## config.mk

```make
export PLATFORM = sky130hd
export DESIGN_NAME = i2s_rx
export DESIGN_NICKNAME = d
export VERILOG_FILES = /design/src/rtl/i2s_rx.sv
export SDC_FILE = /design/constraint.sdc
export NUM_CORES = 1
export LEC_CHECK = 0
export CORE_ASPECT_RATIO = 0.6
export CORE_MARGIN = 3
export CORE_UTILIZATION = 56
export CTS_CLUSTER_DIAMETER = 30
export DETAILED_ROUTE_END_ITERATION = 10
export GPL_TIMING_DRIVEN = 0
export HOLD_SLACK_MARGIN = 0.02
export PLACE_DENSITY = 0.8
export SKIP_LAST_GASP = 1
export SLEW_MARGIN = 40
export SYNTH_ARGS = -nofsm -noshare
export SYNTH_HDL_FRONTEND = slang
export SYNTH_SLANG_ARGS = --single-unit
export TNS_END_PERCENT = 100
```

## constraint.sdc

```tcl
create_clock -name i_mclk -period 3.8 [get_ports i_mclk]
set_clock_uncertainty 0.15 [all_clocks]
set_input_delay 0.76 -clock i_mclk [delete_from_list [all_inputs] [get_ports i_mclk]]
set_output_delay 0.76 -clock i_mclk [all_outputs]
set_load 0.01 [all_outputs]
```

## src/rtl/i2s_rx.sv

```systemverilog
// I2S receiver: oversamples SCLK/LRCLK/SD in the i_mclk domain and emits one {left, right} pair per frame.
// Latency: o_valid rises SYNC_STAGES+2 i_mclk cycles after the SCLK pin edge that completes the frame.
// Backpressure: valid/ready; a frame arriving while one is still unconsumed is dropped and o_overrun sticks. Define I2S_RX_LEFT_JUSTIFIED_EN for left-justified format.
module i2s_rx #(
   parameter int DATA_WIDTH  = 24,
   parameter int SYNC_STAGES = 2
) (
   input  logic                    i_mclk,
   input  logic                    i_mclk_rst,
   input  logic                    i_sclk,
   input  logic                    i_lrclk,
   input  logic                    i_sd,
   input  logic                    i_ready,
   output logic [2*DATA_WIDTH-1:0] o_rx_data,
   output logic                    o_valid,
   output logic                    o_overrun,
   output logic                    o_locked
);

   localparam int CW = $clog2(DATA_WIDTH + 1);
`ifdef I2S_RX_LEFT_JUSTIFIED_EN
   localparam bit LEFT_JUST = 1'b1;
`else
   localparam bit LEFT_JUST = 1'b0;
`endif

   typedef enum logic [1:0] {SYNC, LEFT, RIGHT} state_t;
   state_t state, state_nxt;

   logic [SYNC_STAGES-1:0] sclk_sr, lrclk_sr, sd_sr;
   logic                   sclk_s, lrclk_s, sd_s;
   logic                   sclk_d, lr_prev;
   logic                   rise, boundary;
   logic                   bnd_q, bnd_lr, bnd_sd;
   logic [CW-1:0]          cnt;
   logic [DATA_WIDTH-1:0]  shreg, left_hold;
   logic                   latch_left, frame_done;

   assign sclk_s   = sclk_sr[SYNC_STAGES-1];
   assign lrclk_s  = lrclk_sr[SYNC_STAGES-1];
   assign sd_s     = sd_sr[SYNC_STAGES-1];
   assign rise     = sclk_s & ~sclk_d;
   assign boundary = rise & (lrclk_s ^ lr_prev);

   // Slot boundaries are acted on one cycle after the edge, so the shift register
   // already holds the bit sampled on that edge when the word is taken.
   always_ff @(posedge i_mclk) begin
      if (i_mclk_rst) begin
         sclk_sr  <= '0;
         lrclk_sr <= '0;
         sd_sr    <= '0;
         sclk_d   <= 1'b0;
         lr_prev  <= 1'b0;
         bnd_q    <= 1'b0;
         bnd_lr   <= 1'b0;
         bnd_sd   <= 1'b0;
         cnt      <= '0;
         shreg    <= '0;
      end else begin
         sclk_sr  <= {sclk_sr[SYNC_STAGES-2:0], i_sclk};
         lrclk_sr <= {lrclk_sr[SYNC_STAGES-2:0], i_lrclk};
         sd_sr    <= {sd_sr[SYNC_STAGES-2:0], i_sd};
         sclk_d   <= sclk_s;
         bnd_q    <= boundary;
         if (rise) begin
            lr_prev <= lrclk_s;
            bnd_lr  <= lrclk_s;
            bnd_sd  <= sd_s;
         end
         if (bnd_q) begin
            shreg <= '0;
            if (LEFT_JUST) begin
               shreg[DATA_WIDTH-1] <= bnd_sd;
               cnt                 <= CW'(1);
            end else begin
               cnt <= '0;
            end
         end else if (rise && (cnt < CW'(DATA_WIDTH)) && !(LEFT_JUST && boundary)) begin
            // Bits land directly in their MSB-first position; short slots stay left-aligned.
            for (int i = 0; i < DATA_WIDTH; i++) begin
               if (cnt == CW'(DATA_WIDTH - 1 - i)) shreg[i] <= sd_s;
            end
            cnt <= cnt + CW'(1);
         end
      end
   end

   always_ff @(posedge i_mclk) begin
      if (i_mclk_rst) state <= SYNC;
      else            state <= state_nxt;
   end

   always_comb begin
      state_nxt = state;
      case (state)
         SYNC:    if (bnd_q && !bnd_lr) state_nxt = LEFT;
         LEFT:    if (bnd_q &&  bnd_lr) state_nxt = RIGHT;
         RIGHT:   if (bnd_q && !bnd_lr) state_nxt = LEFT;
         default: state_nxt = SYNC;
      endcase
   end

   always_comb begin
      latch_left = 1'b0;
      frame_done = 1'b0;
      o_locked   = 1'b0;
      case (state)
         LEFT: begin
            o_locked   = 1'b1;
            latch_left = bnd_q & bnd_lr;
         end
         RIGHT: begin
            o_locked   = 1'b1;
            frame_done = bnd_q & ~bnd_lr;
         end
         default: ;
      endcase
   end

   always_ff @(posedge i_mclk) begin
      if (i_mclk_rst) begin
         left_hold <= '0;
         o_rx_data <= '0;
         o_valid   <= 1'b0;
         o_overrun <= 1'b0;
      end else begin
         if (latch_left) left_hold <= shreg;
         if (frame_done) begin
            if (!o_valid || i_ready) begin
               o_rx_data <= {left_hold, shreg};
               o_valid   <= 1'b1;
            end else begin
               o_overrun <= 1'b1;
            end
         end else if (i_ready) begin
            o_valid <= 1'b0;
         end
      end
   end

endmodule
```

After elaboration in Yosys (flattened, before gate mapping)
Index checks and enable logic that the tools add are counted.
{"block": "word_totals", "ff_bits": 114, "in_bits": 6, "out_inout_bits": 51, "word_cells": 123}
{"block": "classes", "add_sub_neg": 1, "magnitude_cmp": 1, "eq_ne": 28, "muxes": 9, "bitwise": 8, "reduce_logical": 40}
{"cell": "$reduce_and 2->1", "n": 28}
{"cell": "$eq 5x4->1 const B", "n": 8}
{"cell": "$eq 5x5->1 const B", "n": 8}
{"cell": "$eq 5x3->1 const B", "n": 4}
{"cell": "$eq 5x2->1 const B", "n": 2}
{"cell": "$mux 1", "n": 6}
{"cell": "$reduce_or 2->1", "n": 3}
{"cell": "$add 5x1->5 const B", "n": 1}
{"cell": "$eq 5x1->1 const B", "n": 1}
{"cell": "$logic_not 5->1", "n": 1}
{"cell": "$lt 5x5->1 const B", "n": 1}
{"cell": "$and 1x1->1", "n": 4}
{"cell": "$mux 2", "n": 2}
{"cell": "$ne 2x1->1 const B", "n": 2}
{"cell": "$pmux 2 s2", "n": 1}
{"cell": "$logic_and 1x1->1", "n": 3}
{"cell": "$not 1->1", "n": 3}
{"cell": "$eq 2x1->1 const B", "n": 1}
{"cell": "$eq 2x2->1 const B", "n": 1}
{"cell": "$logic_not 1->1", "n": 2}
{"cell": "$logic_not 2->1", "n": 1}
{"cell": "$ne 2x2->1 const B", "n": 1}
{"cell": "$reduce_bool 2->1", "n": 1}
{"cell": "$logic_or 1x1->1", "n": 1}
{"cell": "$xor 1x1->1", "n": 1}

Depth between registers and ports, before layout
{"block": "logic_depth", "ltp_word": 5, "ltp_mapped": 7, "depth_no_buf": 5}

Worst setup path before layout
OpenSTA, ideal clock, no wires.
{"block": "synth_timing", "path_kind": "input port to flip-flop", "start": "in i_mclk_rst", "end": "reg left_hold[10]", "setup_time_ps": 132, "arrival_time_ps": 1578, "required_ps": 3518, "slack_ps": 1940, "stages": 5, "path_buffers": 4, "cell_sequence": "buf_2 buf_2 buf_2 clkbuf_1 a21oi_1"}
{"element": "start: declaration", "line_no": "9", "text": "input logic i_mclk_rst,"}
{"element": "end signal: assignment", "line_no": "127", "text": "if (latch_left) left_hold <= shreg;"}
{"element": "end: declaration", "line_no": "36", "text": "logic [DATA_WIDTH-1:0] shreg, left_hold;"}
No word-level cell between the ends.

Final worst setup path
{"block": "layout_timing", "start": "reg state[1]", "end": "out o_locked"}
{"block": "layout_via", "elab_chain_len": 3, "word_cells_on_any_way": 4, "cone_classes": "eq/ne: 2; mux: 1; reduce/logical: 1"}
{"element": "start: declaration", "line_no": "28", "text": "state_t state, state_nxt;"}
{"element": "start signal: assignment", "line_no": "90", "text": "else state <= state_nxt;"}
{"element": "$eq 2x2->1 / $eq 2x1->1 (equally long branches)", "line_no": "107", "text": "case (state)"}
{"element": "$reduce_or 2->1 (no source line) *"}
{"element": "$mux 1 *", "line_no": "107"}
{"element": "end: declaration", "line_no": "17", "text": "output logic o_locked"}
Every way passes the cells marked *; elsewhere a longest branch is shown, timed or not.

==> reports/metrics.cfg <==
[final_layout]
multi_input_area_um2=2367
fin_nets=608
num_antenna_cells=0
drive_gt1_share_pct=9.151
seqCellArea_um2=2282
fillers=599
area_growth_pct=24.86

[grt]
grt_usage_pct=23.77
grt_start_max_net_pins=17
antenna_found_initial=0
grt_overflow=0
grt_first_pass_wirelength_mm=18.46
grt_pass1_vias=3702

[placement]
place.gp.congestion=0.8559
post-dp-hpwl_mm=8.060
portBuffers=55
pre_cts_slack_ns=1.447

[clock_network]
cts_max_level=4
cts_tree=built
clock_tree.root_cell=clkbuf_16
cts_hold_buf=0
clk_pin_slew_ns=0.05
ctsResizeCount=0
ctsLongestPathBuffers=2
cts_buffers=17
clock_latency_ns=0.40
cts_sinks=114
post_cts_buffers=0

[routing]
drc_errors=0
wl_per_cell_um=15.73
routed_wl_mm=11.16
dr.pass1.iters=4
antenna_left=0
viasPerCell=5.315
drt_iter0_markers=301
num_vias=3768

[synthesis]
synthesis.area_um2=4862
ys_types=36
synthesis.instances=518
synth_seq_cells=114
avgSynthCellArea_um2=9.386
synth_top_area_share_pct=46.94
synth_most_common_cell=dfxtp_1
synth_warnings=0
synth_fp_nets=534
synth_top_area_cell=dfxtp_1
synth-async-reset-ratio_pct=0
synth_common_cells=dfxtp_1 (114), nand2b_1 (100), nand2_1 (88)
synth_edf_count=0
yosys-top-cells-area=dfxtp_1 (47%), mux2i_1 (15%), nand2b_1 (13%)
ys.flop_type=dfxtp_1
yosysSeqAreaShare_pct=46.94

[sta]
fmax_ghz=0.3862
min_period_ns=2.589
setup_ws_ns=1.211
finalCritPeriodShare_pct=68.13
finalHoldViolCount=0
timing.setup.tns_ns=0
setup_violations=0
tightest_slew_ns=0.6231
maxSlewViolCount=0
slew_headroom_pct=58.31
whs_ns=0.2876
rsz0062_at_grt=no

[critical_path]
cp_cell_sequence=inv_1 -> ha_1 -> clkdlybuf4s50_1
cpMaxStageDelayCell=clkdlybuf4s50_1
crit_type=flip-flop to output port
crit_arrival_ns=1.68
slowest_delay_ns=0.53
endpoint_kind=output port
worst-endpoint-required_ns=2.89
cp_max_fo=5
start_kind=flip-flop

[power]
pwr_density_cell_nw_per_um2=443.1
power_leakage_nw=2.206
max-vdd-ir-drop_uv=348.1
power_mw=2.690

[floorplan]
dieArea_um2=9873
die_w_um=126.3
num_rows=25
core_area_um2=8164
die_y_um=78.18
pin_count=57
start_util_pct=59.56

[hold_path]
min_path_type=flip-flop to flip-flop

[outcome]
status=completed

[flow_run]
cap_viol_max_count=0

==> worst paths after layout <==
check | cells past startpoint | to | startpoint | slack [ns]
setup / recovery | 3 | o_locked | state[1] | 1.21
hold / removal | 1 | sd_sr[1] | sd_sr[0] | 0.29
setup reg to reg | 6 | left_hold[17] | state[1] | 1.91
hold reg to reg | 1 | sd_sr[1] | sd_sr[0] | 0.29
==> state kept, by name, summed over array words and instances, names as in the netlist <==
signal     count
bnd_lr         1
bnd_q          1
cnt            5
left_hold     24
lrclk_sr       2
o_overrun      1
o_rx_data     48
o_valid        1
sclk_d         1
sclk_sr        2
sd_sr          2
shreg         24
state          2
==> cell families after synthesis <==
logic type | synth area share (%)
and+or+nand+nor | 26.43
DFF | 46.94
muxes | 14.82
AOI/OAI and AO/OA | 4.684
buffers and inverters | 4.374
adders and majority gates | 2.573
xor gates and xnor gates | 0.1802
==> report_power, final <==
| part | total [mW] | internal [mW] | switching, mW |
|---|---|---|---|
| Combinational | 0.0676 | 0.0303 | 0.0373 |
| Sequential | 1.21 | 1.20 | 0.00351 |
| Clock | 1.42 | 0.909 | 0.508 |
| Total | 2.69 | 2.14 | 0.549 |
==> through the flow <==
stage / area, um^2 / utilization [%] / std cells
final: 6071 / 74.36 / 709
after global routing: 6071 / 74.36 / 709
after detailed placement: 5548 / 67.95 / 681
after floorplan: 4862 / - / 518
after CTS: 6071 / 74.36 / 709
after global placement: 5548 / 67.95 / 681
==> final cells by class <==
type                    count  share of cell area [%]
clock inverters             7                   1.031
clock buffers              21                   7.585
inverters                   6                  0.3710
well taps                 108                   2.226
repair buffers             55                   9.068
flip-flops and latches    114                   37.59
multi-input cells         362                   38.99
plain buffers              36                   3.133
==> metal layers <==
metal	wire (um)	global-route usage, %	vias up	share of wire [%]
met5	0	0	-	0
met4	57	6.959	0	0.51
met3	791	7.342	8	7.1
met2	4970	35.79	116	45
met1	5336	32.99	1799	48
li1	-	-	1845	-
==> worst max-delay path: cells and delay by family (launching register included) <==
| kind | cells | cell delay [ns] |
|---|---|---|
| buf+inv | 2 | 0.61 |
| fa+ha+maj | 1 | 0.27 |
| flops | 1 | 0.40 |
==> cells in the final DEF, fill, tap and decap left out, types with 2 or more instances in the layout <==
master,instances
nand2_1,88
mux2i_1,72
clkdlybuf4s50_1,55
clkbuf_16,17
clkbuf_1,17
a21oi_1,32
buf_4,2
clkbuf_8,2
ha_1,10
nand2b_1,100
dfxtp_1,114
nor2b_1,11
nor2_1,3
nand3_1,18
buf_6,4
buf_2,14
and3_1,2
and4bb_2,4
clkinv_2,5
o21ai_0,4
inv_1,6
No activity file was read; power rests on OpenSTA's default activity.
